**config.mk**
```make
export PLATFORM = sky130hd
export DESIGN_NAME = ioctl_sdram_loader
export DESIGN_NICKNAME = d
export VERILOG_FILES = /design/src/rtl/ioctl_sdram_loader.sv
export SDC_FILE = /design/constraint.sdc
export NUM_CORES = 1
export LEC_CHECK = 0
export CAP_MARGIN = 15
export CORE_ASPECT_RATIO = 0.6
export CORE_MARGIN = 2
export CORE_UTILIZATION = 55
export DETAILED_ROUTE_END_ITERATION = 6
export PLACE_DENSITY_LB_ADDON = 0.12
export SETUP_SLACK_MARGIN = 0.5
export SLEW_MARGIN = 40
export SYNTH_ARGS = -nofsm -noshare
export SYNTH_HDL_FRONTEND = slang
export SYNTH_SLANG_ARGS = --single-unit
```
**constraint.sdc**
```tcl
create_clock -name clk_sys -period 12.05 [get_ports clk_sys]
set_clock_uncertainty 0.05 [all_clocks]
set_input_delay 1.205 -clock clk_sys [delete_from_list [all_inputs] [get_ports clk_sys]]
set_output_delay 1.205 -clock clk_sys [all_outputs]
set_load 0.02 [all_outputs]
```
**src/rtl/ioctl_sdram_loader.sv**
```systemverilog
// ioctl_sdram_loader: packs the HPS ioctl download byte stream into 16-bit little-endian
// words and issues each word as a write request to the SDRAM controller.
//
// Ports:
//   clk_sys, reset            system clock, asynchronous active-high reset
//   ioctl_download/wr/addr/   host download interface (byte strobes, byte address,
//   dout/index                data and target index); ioctl_wait stalls the host
//   ram_req/addr/din/be/ack   single-outstanding word write port to the SDRAM controller
//   load_busy/done/words      progress: busy level, 1-cycle done pulse, acked word count
//   overflow                  sticky: a byte was dropped because the skid register was full
//   checksum                  16-bit sum of accepted bytes
//
// Optional feature: define LOADER_CHECKSUM_EN to build the checksum accumulator; when it is
// undefined checksum reads as zero and no adder is built.
module ioctl_sdram_loader #(
  parameter logic [7:0]  INDEX      = 8'd0,
  parameter logic [25:0] BASE_WADDR = 26'd0
) (
  input  logic        clk_sys,
  input  logic        reset,
  input  logic        ioctl_download,
  input  logic        ioctl_wr,
  input  logic [26:0] ioctl_addr,
  input  logic [7:0]  ioctl_dout,
  input  logic [7:0]  ioctl_index,
  output logic        ioctl_wait,
  output logic        ram_req,
  output logic [25:0] ram_addr,
  output logic [15:0] ram_din,
  output logic [1:0]  ram_be,
  input  logic        ram_ack,
  output logic        load_busy,
  output logic        load_done,
  output logic [25:0] load_words,
  output logic        overflow,
  output logic [15:0] checksum
);

  typedef enum logic [2:0] {StIdle, StCollect, StIssue, StFlush, StDone} state_e;

  state_e      state_q, state_d;
  logic        dl_q;
  logic [15:0] pw_data_q, pw_data_d;
  logic [25:0] pw_waddr_q, pw_waddr_d;
  logic [1:0]  pw_mask_q, pw_mask_d;
  logic        skid_vld_q, skid_vld_d;
  logic [26:0] skid_addr_q, skid_addr_d;
  logic [7:0]  skid_data_q, skid_data_d;
  logic [25:0] req_addr_q, req_addr_d;
  logic [15:0] req_din_q, req_din_d;
  logic [1:0]  req_be_q, req_be_d;
  logic        wait_q, wait_d;
  logic [25:0] words_q, words_d;
  logic        ovf_q, ovf_d;

  logic        dl_act, acc, start;
  logic        ack_take, drop, taken;
  logic [26:0] src_addr;
  logic [7:0]  src_data;
  logic        src_vld;
  logic [25:0] src_waddr;
  logic [1:0]  src_lane, merge_mask;
  logic [15:0] merge_data, fresh_data;
  logic        new_word;

  assign dl_act = ioctl_download & (ioctl_index == INDEX);
  assign acc    = ioctl_wr & dl_act;
  assign start  = dl_act & ~dl_q;

  // A held skid byte is older than any live strobe, so it is consumed first.
  assign src_addr   = skid_vld_q ? skid_addr_q : ioctl_addr;
  assign src_data   = skid_vld_q ? skid_data_q : ioctl_dout;
  assign src_vld    = skid_vld_q | acc;
  assign src_waddr  = src_addr[26:1];
  assign src_lane   = src_addr[0] ? 2'b10 : 2'b01;
  assign merge_data = src_addr[0] ? {src_data, pw_data_q[7:0]} : {pw_data_q[15:8], src_data};
  assign merge_mask = pw_mask_q | src_lane;
  assign fresh_data = src_addr[0] ? {src_data, 8'h00} : {8'h00, src_data};
  assign new_word   = (pw_mask_q != 2'b00) && (src_waddr != pw_waddr_q);

  always_comb begin
    state_d     = state_q;
    pw_data_d   = pw_data_q;
    pw_waddr_d  = pw_waddr_q;
    pw_mask_d   = pw_mask_q;
    skid_vld_d  = skid_vld_q;
    skid_addr_d = skid_addr_q;
    skid_data_d = skid_data_q;
    req_addr_d  = req_addr_q;
    req_din_d   = req_din_q;
    req_be_d    = req_be_q;
    ack_take    = 1'b0;
    drop        = 1'b0;
    taken       = 1'b0;

    case (state_q)
      StIdle, StDone: begin
        state_d = StIdle;
        if (start) begin
          state_d    = StCollect;
          skid_vld_d = 1'b0;
          pw_mask_d  = 2'b00;
          if (acc) begin
            taken      = 1'b1;
            pw_data_d  = fresh_data;
            pw_waddr_d = src_waddr;
            pw_mask_d  = src_lane;
          end
        end
      end
      StCollect: begin
        taken = acc;
        // Skid byte is being merged; a live byte this cycle takes its place.
        if (skid_vld_q) begin
          skid_vld_d  = acc;
          skid_addr_d = ioctl_addr;
          skid_data_d = ioctl_dout;
        end
        if (src_vld) begin
          if (new_word) begin
            req_addr_d = BASE_WADDR + pw_waddr_q;
            req_din_d  = pw_data_q;
            req_be_d   = pw_mask_q;
            pw_data_d  = fresh_data;
            pw_waddr_d = src_waddr;
            pw_mask_d  = src_lane;
            state_d    = StIssue;
          end else if (merge_mask == 2'b11) begin
            req_addr_d = BASE_WADDR + src_waddr;
            req_din_d  = merge_data;
            req_be_d   = 2'b11;
            pw_data_d  = merge_data;
            pw_waddr_d = src_waddr;
            pw_mask_d  = 2'b00;
            state_d    = StIssue;
          end else begin
            pw_data_d  = merge_data;
            pw_waddr_d = src_waddr;
            pw_mask_d  = merge_mask;
          end
        end
        if ((state_d == StCollect) && !dl_act) begin
          if (pw_mask_d != 2'b00) begin
            req_addr_d = BASE_WADDR + pw_waddr_d;
            req_din_d  = pw_data_d;
            req_be_d   = pw_mask_d;
            pw_mask_d  = 2'b00;
            state_d    = StFlush;
          end else begin
            state_d = StDone;
          end
        end
      end
      StIssue, StFlush: begin
        if (acc) begin
          if (skid_vld_q) begin
            drop = 1'b1;
          end else begin
            taken       = 1'b1;
            skid_vld_d  = 1'b1;
            skid_addr_d = ioctl_addr;
            skid_data_d = ioctl_dout;
          end
        end
        if (ram_ack) begin
          ack_take = 1'b1;
          if (skid_vld_d || ((state_q == StIssue) && dl_act)) begin
            state_d = StCollect;
          end else if (pw_mask_q != 2'b00) begin
            req_addr_d = BASE_WADDR + pw_waddr_q;
            req_din_d  = pw_data_q;
            req_be_d   = pw_mask_q;
            pw_mask_d  = 2'b00;
            state_d    = StFlush;
          end else begin
            state_d = StDone;
          end
        end
      end
      default: state_d = StIdle;
    endcase

    words_d = start ? 26'd0 : words_q + {25'd0, ack_take};
    ovf_d   = start ? 1'b0 : (ovf_q | drop);
    // Host stays stalled until the skid byte has been merged.
    wait_d  = (state_d == StIssue) || (state_d == StFlush) || skid_vld_d;
  end

  always_ff @(posedge clk_sys or posedge reset) begin
    if (reset) begin
      state_q     <= StIdle;
      dl_q        <= 1'b0;
      pw_data_q   <= 16'h0000;
      pw_waddr_q  <= 26'd0;
      pw_mask_q   <= 2'b00;
      skid_vld_q  <= 1'b0;
      skid_addr_q <= 27'd0;
      skid_data_q <= 8'h00;
      req_addr_q  <= 26'd0;
      req_din_q   <= 16'h0000;
      req_be_q    <= 2'b00;
      wait_q      <= 1'b0;
      words_q     <= 26'd0;
      ovf_q       <= 1'b0;
    end else begin
      state_q     <= state_d;
      dl_q        <= dl_act;
      pw_data_q   <= pw_data_d;
      pw_waddr_q  <= pw_waddr_d;
      pw_mask_q   <= pw_mask_d;
      skid_vld_q  <= skid_vld_d;
      skid_addr_q <= skid_addr_d;
      skid_data_q <= skid_data_d;
      req_addr_q  <= req_addr_d;
      req_din_q   <= req_din_d;
      req_be_q    <= req_be_d;
      wait_q      <= wait_d;
      words_q     <= words_d;
      ovf_q       <= ovf_d;
    end
  end

`ifdef LOADER_CHECKSUM_EN
  logic [15:0] csum_q, csum_d;

  always_comb begin
    csum_d = (start ? 16'h0000 : csum_q) + (taken ? {8'h00, ioctl_dout} : 16'h0000);
  end

  always_ff @(posedge clk_sys or posedge reset) begin
    if (reset) begin
      csum_q <= 16'h0000;
    end else begin
      csum_q <= csum_d;
    end
  end

  assign checksum = csum_q;
`else
  assign checksum = 16'h0000;
`endif

  // ram_req decodes straight from the state flop so reset drops it asynchronously.
  assign ram_req    = (state_q == StIssue) || (state_q == StFlush);
  assign ram_addr   = req_addr_q;
  assign ram_din    = req_din_q;
  assign ram_be     = req_be_q;
  assign ioctl_wait = wait_q;
  assign load_busy  = (state_q == StCollect) || (state_q == StIssue) || (state_q == StFlush);
  assign load_done  = (state_q == StDone);
  assign load_words = words_q;
  assign overflow   = ovf_q;

endmodule
```
==> flow_summary.ini, run 1 <==
[timing]
slew_violations = 0
setup_tns_ns = 0
min_period_over_period_pct = 40.7
hold_viol_final = 0
worstMarginPinSlew_ns = 0.875
max_freq_mhz = 204
slew_headroom_pct = 41.3
rsz0062_at_grt = no
setup_violations = 0
fin_crit_ns = 4.91

[cells_and_area]
final_nets = 1174
n_antenna_cell = 0
layout-drive-gt1-share_pct = 14.1
areaGrowthSynthToFinish_pct = 19.7

[route]
drtIter0Drc = 945
dr.pass1.iters = 7
dr_total_vias = 8369
wl_per_cell_um = 19.6
drcViolationCount = 0
ant_nets = 0
wl_mm = 26.9
viasPerCell = 6.10

[yosys]
ys.flop_type = dfrtp_1
synth_edf_count = 0
avgSynthCellArea_um2 = 9.38
synth_cells = 1034
synth_top_area_share_pct = 40.2
synthArstFlopShare_pct = 100
synth_commonest_cells = dfrtp_1, nand2_1, nor2_1, mux2_2, o21ai_0
ys_types = 63
yosys-top-cells-area = dfrtp_1, mux2_2, mux2i_1
yosys_warnings = 0
yosysMostFrequentCell = dfrtp_1
yosys.area.top_type = dfrtp_1
ys_ff_latch = 156
syn-cell-area_um2 = 9700
ys_seq_area_share_pct = 40.2

[status]
status = finished, final reports clean

[critical_path]
path_class = reg2reg
worstPathRequired_ns = 12.29
cp_max_fo = 44
worstPathArrival_ns = 5.15
cp-startpoint = skid_vld_q
worstSetupStartpointType = register
r2r_start = skid_vld_q
cpMostUsedCell = buf_4
critPathSlowestCell = dfrtp_2
slowest_delay_ns = 0.87
crit_chain = buf_4 > mux2i_2 > nor2_1 > a21o_1 > nand3_1 > o31ai_4 > nor2_4 > buf_4 > mux2_2 > o21ai_0 > a211oi_1
endpoint_kind = register

[clocking]
numClockSinks = 156
cts_setup_buffers = 0
clk_latency_ns = 0.44
hold_buffers = 0
cts-root-buf = clkbuf_16
cts_resized = 0
htreeDepth = 4
cts_tree = done
cts_buffers = 17
cts_buffer_depth = 2
clkTransAtPathRegs_ns = 0.07

[global_route]
grt_pass1_wl_mm = 43.5
grt_overflow = 0
antenna_found_initial = 0
grt_pass1_vias = 7979
grt_max_degree = 81
grt_usage_pct = 29.5

[place]
gp_congestion = 0.931
io_buffers = 122
place.detailed.hpwl_mm = 17.5

[die]
die_x_um = 175
ios = 139
start_util_pct = 56.3
fp.dieH_um = 107
die_area_um2 = 18800
core_area_um2 = 17200
num_rows = 37

[hold_path]
hold_path.class = reg2reg
holdCritStartpoint = skid_addr_q[11]

[pwr]
static-leakage-power_nw = 4.80
p_total_w = 0.00134
powerDensity_nw_per_um2 = 116
vdd_drop_max_mv = 0.0869

[job]
maxCapViolCount = 0
registers in the layout, indices dropped and copies added, names as in the netlist:
register	count
ram_din	16
skid_addr_q	27
skid_vld_q	1
pw_mask_q	2
pw_data_q	16
state_q	3
load_words	26
ram_be	2
ram_addr	26
pw_waddr_q	26
skid_data_q	8
dl_q	1
overflow	1
ioctl_wait	1
cell type report:
class | instances | area, um2
clock buffer | 18 | 429
fill | 1365 | 5610
clock inverter | 14 | 148
inverter | 17 | 71.3
tap | 234 | 293
sequential | 156 | 3910
timing repair buffer | 138 | 1350
multi-input combinational | 794 | 5410
logic make-up after synthesis:
group	after synthesis	share of synthesized area, %
buffers and inverters	99	5.30
other	1	0.0386
AND/OR/NAND/NOR	320	15.3
adder cells (fa/ha/maj)	2	0.258
multiplexers	157	17.7
flip-flops	156	40.2
XOR/XNOR	47	4.24
AO/OA/AOI/OAI	252	16.9
cell usage in the layout, fill, tap and decap left out, drive strengths merged, types with 11 or more instances in the layout:
master	count
a211oi	19
a21oi	26
a2bb2oi	11
a31oi	13
buf	16
clkbuf	18
clkdlybuf4s50	122
conb	16
dfrtp	156
inv	25
mux2	88
mux2i	69
nand2	129
nand3	28
nand4	14
nor2	83
nor3	25
o211ai	21
o21ai	102
xnor2	14
xor2	33
report_power, final:
group	total [W]	internal, W	switching, W
logic	0.000211	0.000102	0.000109
clock network	0.000537	0.000292	0.000245
registers	0.000594	0.000559	0.0000356
total	0.00134	0.000953	0.000389
critical path: cells and delay by family, from the launching register on:
kind	cells	cell delay [ns]
AO/OA/AOI/OAI	4	0.61
buffers and inverters	2	1.15
flip-flops	1	0.87
multiplexers	2	1.10
AND/OR/NAND/NOR	3	0.90
path summary, 6_finish.rpt:
kind / to / slack, ns / cells past startpoint
hold / removal: skid_addr_q[11] / 0.46 / 1
min in group asynchronous: skid_data_q[1] / 1.20 / 2
setup reg to reg: ram_addr[20] / 7.14 / 11
hold reg to reg: skid_addr_q[11] / 0.46 / 1
setup / recovery: ram_addr[20] / 7.14 / 11
max in group asynchronous: skid_vld_q / 9.61 / 3
per-stage QoR:
step	hold slack [ns]	util (%)	setup WS, ns	std cells	instance area [um2]
after global routing	0.480	67.4	6.92	1371	11600
after floorplan	0.420	-	6.59	1049	9760
after CTS	0.462	67.3	7.25	1370	11600
after detailed placement	0.446	63.9	6.99	1338	11000
after global placement	0.438	63.9	7.14	1338	11000
final	0.460	67.4	7.14	1371	11600
routing by layer:
layer | vias to the layer above | part of all wire (%) | track usage, %
met2 | 460 | 42 | 41.9
met4 | 0 | 1.0 | 8.03
met3 | 38 | 9.5 | 6.56
li1 | 3881 | - | -
met1 | 3990 | 47 | 44.9
met5 | - | 0 | 0
Note: power is estimated with default switching activity, not from simulation.
==> run 2: changes to the inputs <==
==> constraint.sdc (replaced) <==
create_clock -name clk_sys -period 4.6 [get_ports clk_sys]
set_clock_uncertainty 0.05 [all_clocks]
set_input_delay 0.46 -clock clk_sys [delete_from_list [all_inputs] [get_ports clk_sys]]
set_output_delay 0.46 -clock clk_sys [all_outputs]
set_load 0.02 [all_outputs]
==> run 2 against run 1 <==
Utilization rose by 1.0 points. Setup slack worse by 6.4 ns. Die area unchanged. Count of clock-buffer cells in the layout unchanged. Register-to-register slack worse by 6.4 ns. First-iteration DRC count is 15% lower. Flip-flop and latch count is the same. Critical path type unchanged. Critical endpoint unchanged. Largest cell class unchanged.
==> flow_summary.ini, run 2 (synthesis results as in run 1) <==
[route]
wl_per_cell_um = 19.4
viasPerCell = 6.05
dr_total_vias = 8396
wl_mm = 26.9
drcViolationCount = 0
drtIter0Drc = 800
dr.pass1.iters = 5
ant_nets = 0

[status]
status = finished, final reports clean

[global_route]
antenna_found_initial = 0
grt_usage_pct = 29.0
grt_pass1_vias = 7887
grt_max_degree = 84
grt_pass1_wl_mm = 43.0
grt_overflow = 0

[critical_path]
worstPathRequired_ns = 4.87
slowest_delay_ns = 0.62
crit_chain = buf_4 > mux2i_1 > xnor2_1 > nor2_1 > nand4_4 > o21ai_1 > a211oi_4 > buf_4 > o21ai_0 > a211oi_1
cp_max_fo = 52
worstPathArrival_ns = 4.12
critPathSlowestCell = dfrtp_4
worstSetupStartpointType = register
path_class = reg2reg
endpoint_kind = register
cpMostUsedCell = buf_4

[die]
ios = 139
core_area_um2 = 17200
start_util_pct = 56.3
num_rows = 37
fp.dieH_um = 107
die_area_um2 = 18800
die_x_um = 175

[timing]
fin_crit_ns = 3.85
slew_violations = 0
hold_viol_final = 0
worstMarginPinSlew_ns = 0.856
setup_violations = 0
rsz0062_at_grt = no
min_period_over_period_pct = 83.7
setup_tns_ns = 0
max_freq_mhz = 260
setup_ws_ns = 0.749
hold_slack_ns = 0.324
slew_headroom_pct = 42.9

[clocking]
hold_buffers = 0
htreeDepth = 4
clkTransAtPathRegs_ns = 0.07
cts_tree = done
cts_buffer_depth = 2
numClockSinks = 156
clk_latency_ns = 0.44
cts-root-buf = clkbuf_16
cts_buffers = 17

[cells_and_area]
final_cell_area_um2 = 11800
layout_common_cells = dfrtp_1, nand2_1, clkdlybuf4s50_1, nor2_1, mux2_2
seq_area_um2 = 3910
multi_input_area_um2 = 5410
n_antenna_cell = 0
mostFrequentLayoutCell = dfrtp_1
layout-drive-gt1-share_pct = 15.3
largest_reg_flops = 27
areaGrowthSynthToFinish_pct = 21.5
regMostFlops = skid_addr_q
nFillCells = 1379
final_nets = 1190

[place]
placedInstanceArea_um2 = 11100
io_buffers = 122
gp_congestion = 0.910
place.detailed.hpwl_mm = 17.9
dp_slack_ns = 0.558

[pwr]
powerDensity_nw_per_um2 = 306
vdd_drop_max_mv = 0.306
p_total_w = 0.00360
static-leakage-power_nw = 4.90

[job]
maxCapViolCount = 0

[hold_path]
hold_path.class = in2async
[run 2: final timing paths]
path                             endpoint  depth (start not counted)  slack, ns           start
max                          ram_addr[20]                         10       0.75      skid_vld_q
min                          ram_addr[16]                          2       0.32           reset
max reg2reg                  ram_addr[20]                         10       0.75      skid_vld_q
min reg2reg                skid_data_q[4]                          1       0.46  skid_data_q[4]
max in group asynchronous    pw_data_q[6]                          3       3.30           reset
min in group clk_sys       skid_data_q[4]                          1       0.46  skid_data_q[4]
[run 2: power breakdown]
group / internal (W) / switching [W] / total [W]
Combinational: 0.000273 / 0.000289 / 0.000562
Sequential: 0.00146 / 0.0000945 / 0.00156
Clock: 0.000835 / 0.000648 / 0.00148
Total: 0.00257 / 0.00103 / 0.00360
[run 2: cell type report]
| cell class | instances | share of cell area (%) |
|---|---|---|
| flip-flops and latches | 156 | 33.1 |
| multi-input cells | 794 | 45.9 |
| well taps | 234 | 2.48 |
| inverters | 17 | 0.573 |
| repair buffers | 154 | 12.8 |
| clock inverters | 14 | 1.42 |
| clock buffers | 18 | 3.72 |
[run 2: routing by layer]
layer,vias to the layer above,wire (um),global-route usage (%)
met5,-,0,0
met4,0,272,5.84
met3,25,2620,6.45
met2,424,11300,41.4
met1,4035,12700,45.1
li1,3912,-,-
[run 2: what timing repair did]
action	in CTS	in global routing
setup endpoints to repair	1	44
resized for setup	1	2
cloned	0	0
buffers inserted	0	1
[run 2: worst max-delay path: cells and delay by family (launching register included)]
kind	cells	cell delay (ns)
buffers and inverters	2	0.91
flip-flops	1	0.62
AND/OR/NAND/NOR	2	0.30
multiplexers	1	0.47
AO/OA/AOI/OAI	4	1.15
XOR/XNOR	1	0.21
[run 2: stage by stage]
step | cells | util (%)
2_1_floorplan | 1049 | -
3_3_place_gp | 1352 | 64.5
3_5_place_dp | 1353 | 64.6
4_1_cts | 1385 | 68.2
5_1_grt | 1387 | 68.5
6_report | 1387 | 68.5
==> run 3: changes to the inputs <==
==> constraint.sdc (replaced) <==
create_clock -name clk_sys -period 3.8 [get_ports clk_sys]
set_clock_uncertainty 0.05 [all_clocks]
set_input_delay 0.38 -clock clk_sys [delete_from_list [all_inputs] [get_ports clk_sys]]
set_output_delay 0.38 -clock clk_sys [all_outputs]
set_load 0.02 [all_outputs]
==> run 3 against run 2 <==
Worst hold slack got worse by 0.15 ns. Flip-flop and latch count stayed put. Combinational power increased by 25%. Setup slack lost 0.23 ns. Die area is the same. Via count increased by 0.70%. Sequential share of layout area shrank 1.2 points. Largest cell class unchanged. Highest routed layer unchanged.
==> flow_summary.ini, run 3 (synthesis results as in run 1) <==
[pwr]
static-leakage-power_nw = 5.09
vdd_drop_max_mv = 0.253
p_total_w = 0.00431
powerDensity_nw_per_um2 = 352

[route]
viasPerCell = 5.97
ant_nets = 0
dr_total_vias = 8455
drtIter0Drc = 892
dr.pass1.iters = 5
wl_mm = 27.0
wl_per_cell_um = 19.1
drcViolationCount = 0

[critical_path]
cp-startpoint = skid_vld_q
slowest_delay_ns = 0.56
worstPathArrival_ns = 3.52
endpoint_kind = register
critPathSlowestCell = dfrtp_4
r2r_start = skid_vld_q
path_buf_inv = 5
path_class = reg2reg
critical-path-top-delay-family = simple AND/OR/NAND/NOR gates
worstSetupStartpointType = register
worstPathRequired_ns = 4.04
r2r-end = ram_din[7]
cp_max_fo = 20
rr_worst_depth = 14
regToRegSetupSlack_ns = 0.52
crit_chain = buf_6 > buf_6 > mux2i_4 > xnor2_2 > nor4_4 > nand4_4 > buf_4 > o31ai_4 > nor2_4 > buf_16 > buf_4 > nor2_1 > a211o_1 > nand4_1

[cells_and_area]
nFillCells = 1310
largest_reg_flops = 27
regMostFlops = skid_addr_q
seq_area_um2 = 3910
n_antenna_cell = 0
areaGrowthSynthToFinish_pct = 26.0
final_cell_area_um2 = 12200
final_nets = 1219
layout_common_cells = dfrtp_1, nand2_1, clkdlybuf4s50_1, nor2_1, mux2_2
multi_input_area_um2 = 5500
mostFrequentLayoutCell = dfrtp_1
layout-drive-gt1-share_pct = 17.9

[global_route]
use_met2_pct = 41.1
grt_usage_pct = 29.4
antenna_found_initial = 0
grt_pass1_vias = 8060
grt_overflow = 0
grt_busiest_layer = met1
grt_max_degree = 53
grt_pass1_wl_mm = 43.6
met3_usage_pct = 5.25
grt_use_met1_pct = 46.4

[clocking]
cts_buffer_depth = 2
cts_tree = done
cts-root-buf = clkbuf_16
htreeDepth = 4
numClockSinks = 156
clkTransAtPathRegs_ns = 0.07
clk_latency_ns = 0.43
cts_buffers = 17
hold_buffers = 0

[place]
io_buffers = 122
placedInstanceArea_um2 = 11400
place.detailed.hpwl_mm = 18.2
dp_slack_ns = 0.113
gp_congestion = 0.895

[timing]
min_period_over_period_pct = 86.3
worstMarginPinSlew_ns = 0.711
setup_violations = 0
slew_headroom_pct = 52.4
hold_viol_final = 0
setup_ws_ns = 0.521
max_freq_mhz = 305
setup_tns_ns = 0
fin_crit_ns = 3.28
slew_violations = 0
rsz0062_at_grt = yes

[die]
core_area_um2 = 17200
die_area_um2 = 18800
fp.dieH_um = 107
num_rows = 37
die_x_um = 175
start_util_pct = 56.3
ios = 139

[status]
status = finished, final reports clean

[job]
maxCapViolCount = 0

[hold_path]
hold_path.class = in2async
## run 3: cell count changes in the layout (fill, tap and decap cells not counted), sizes merged
cell | before | now
clkinv | 1 | 8
bufinv | 2 | 0
clkinvlp | 3 | 1
buf | 32 | 60
inv | 25 | 23
## run 3: final cells by class
cell class	count	share of cell area, %
Multi-Input combinational cell	794	45.0
Inverter	17	0.553
Clock buffer	17	3.48
Timing Repair Buffer	183	15.2
Clock inverter	15	1.40
Sequential cell	156	32.0
Tap cell	234	2.40
## run 3: worst register-to-register path, cell delays in order, from the launching register on
cell and delay, ns:
dfrtp_4 0.56, buf_6 0.16, buf_6 0.13, mux2i_4 0.21, xnor2_2 0.17, nor4_4 0.37
nand4_4 0.15, buf_4 0.17, o31ai_4 0.30, nor2_4 0.09, buf_16 0.17, buf_4 0.23
nor2_1 0.17, a211o_1 0.13, nand4_1 0.09
## run 3: power by group
group	internal, W	switching (W)	leakage [nW]
logic	0.000348	0.000356	2.77
registers	0.00177	0.000119	2.03
clock network	0.000887	0.000825	0.291
total	0.00301	0.00130	5.09
## run 3: per-stage QoR
stage | hold WS, ns | utilization (%) | cells
2_1_floorplan | 0.420 | - | 1049
3_3_place_gp | 0.438 | 65.6 | 1367
3_5_place_dp | 0.446 | 66.1 | 1370
4_1_cts | 0.166 | 70.1 | 1409
5_1_grt | 0.191 | 71.0 | 1416
6_report | 0.171 | 71.0 | 1416
## run 3: what timing repair did
action,4_1_cts,5_1_grt
resized for setup,6,16
pin swaps,1,9
setup buffers,7,7
endpoints found under the setup margin,55,41
endpoints found under the hold margin,0,0
cloned,0,0
## run 3: how the worst max path moves through the flow
stage / depth (start not counted) / endpoint / slack [ns]
5_1_grt: 13 / ram_din[7] / 0.47
4_1_cts: 12 / ioctl_wait / 0.51
6_report: 14 / ram_din[7] / 0.52
2_1_floorplan: 12 / ram_din[10] / 0.85
3_3_place_gp: 11 / ram_din[4] / 0.12
3_5_place_dp: 12 / ram_din[8] / 0.11
## run 3: per-layer routing
| metal | vias to the layer above | share of wire, % |
|---|---|---|
| met5 | - | 0 |
| met4 | 0 | 1.2 |
| met3 | 37 | 7.9 |
| met2 | 374 | 41 |
| met1 | 4069 | 49 |
| li1 | 3975 | - |
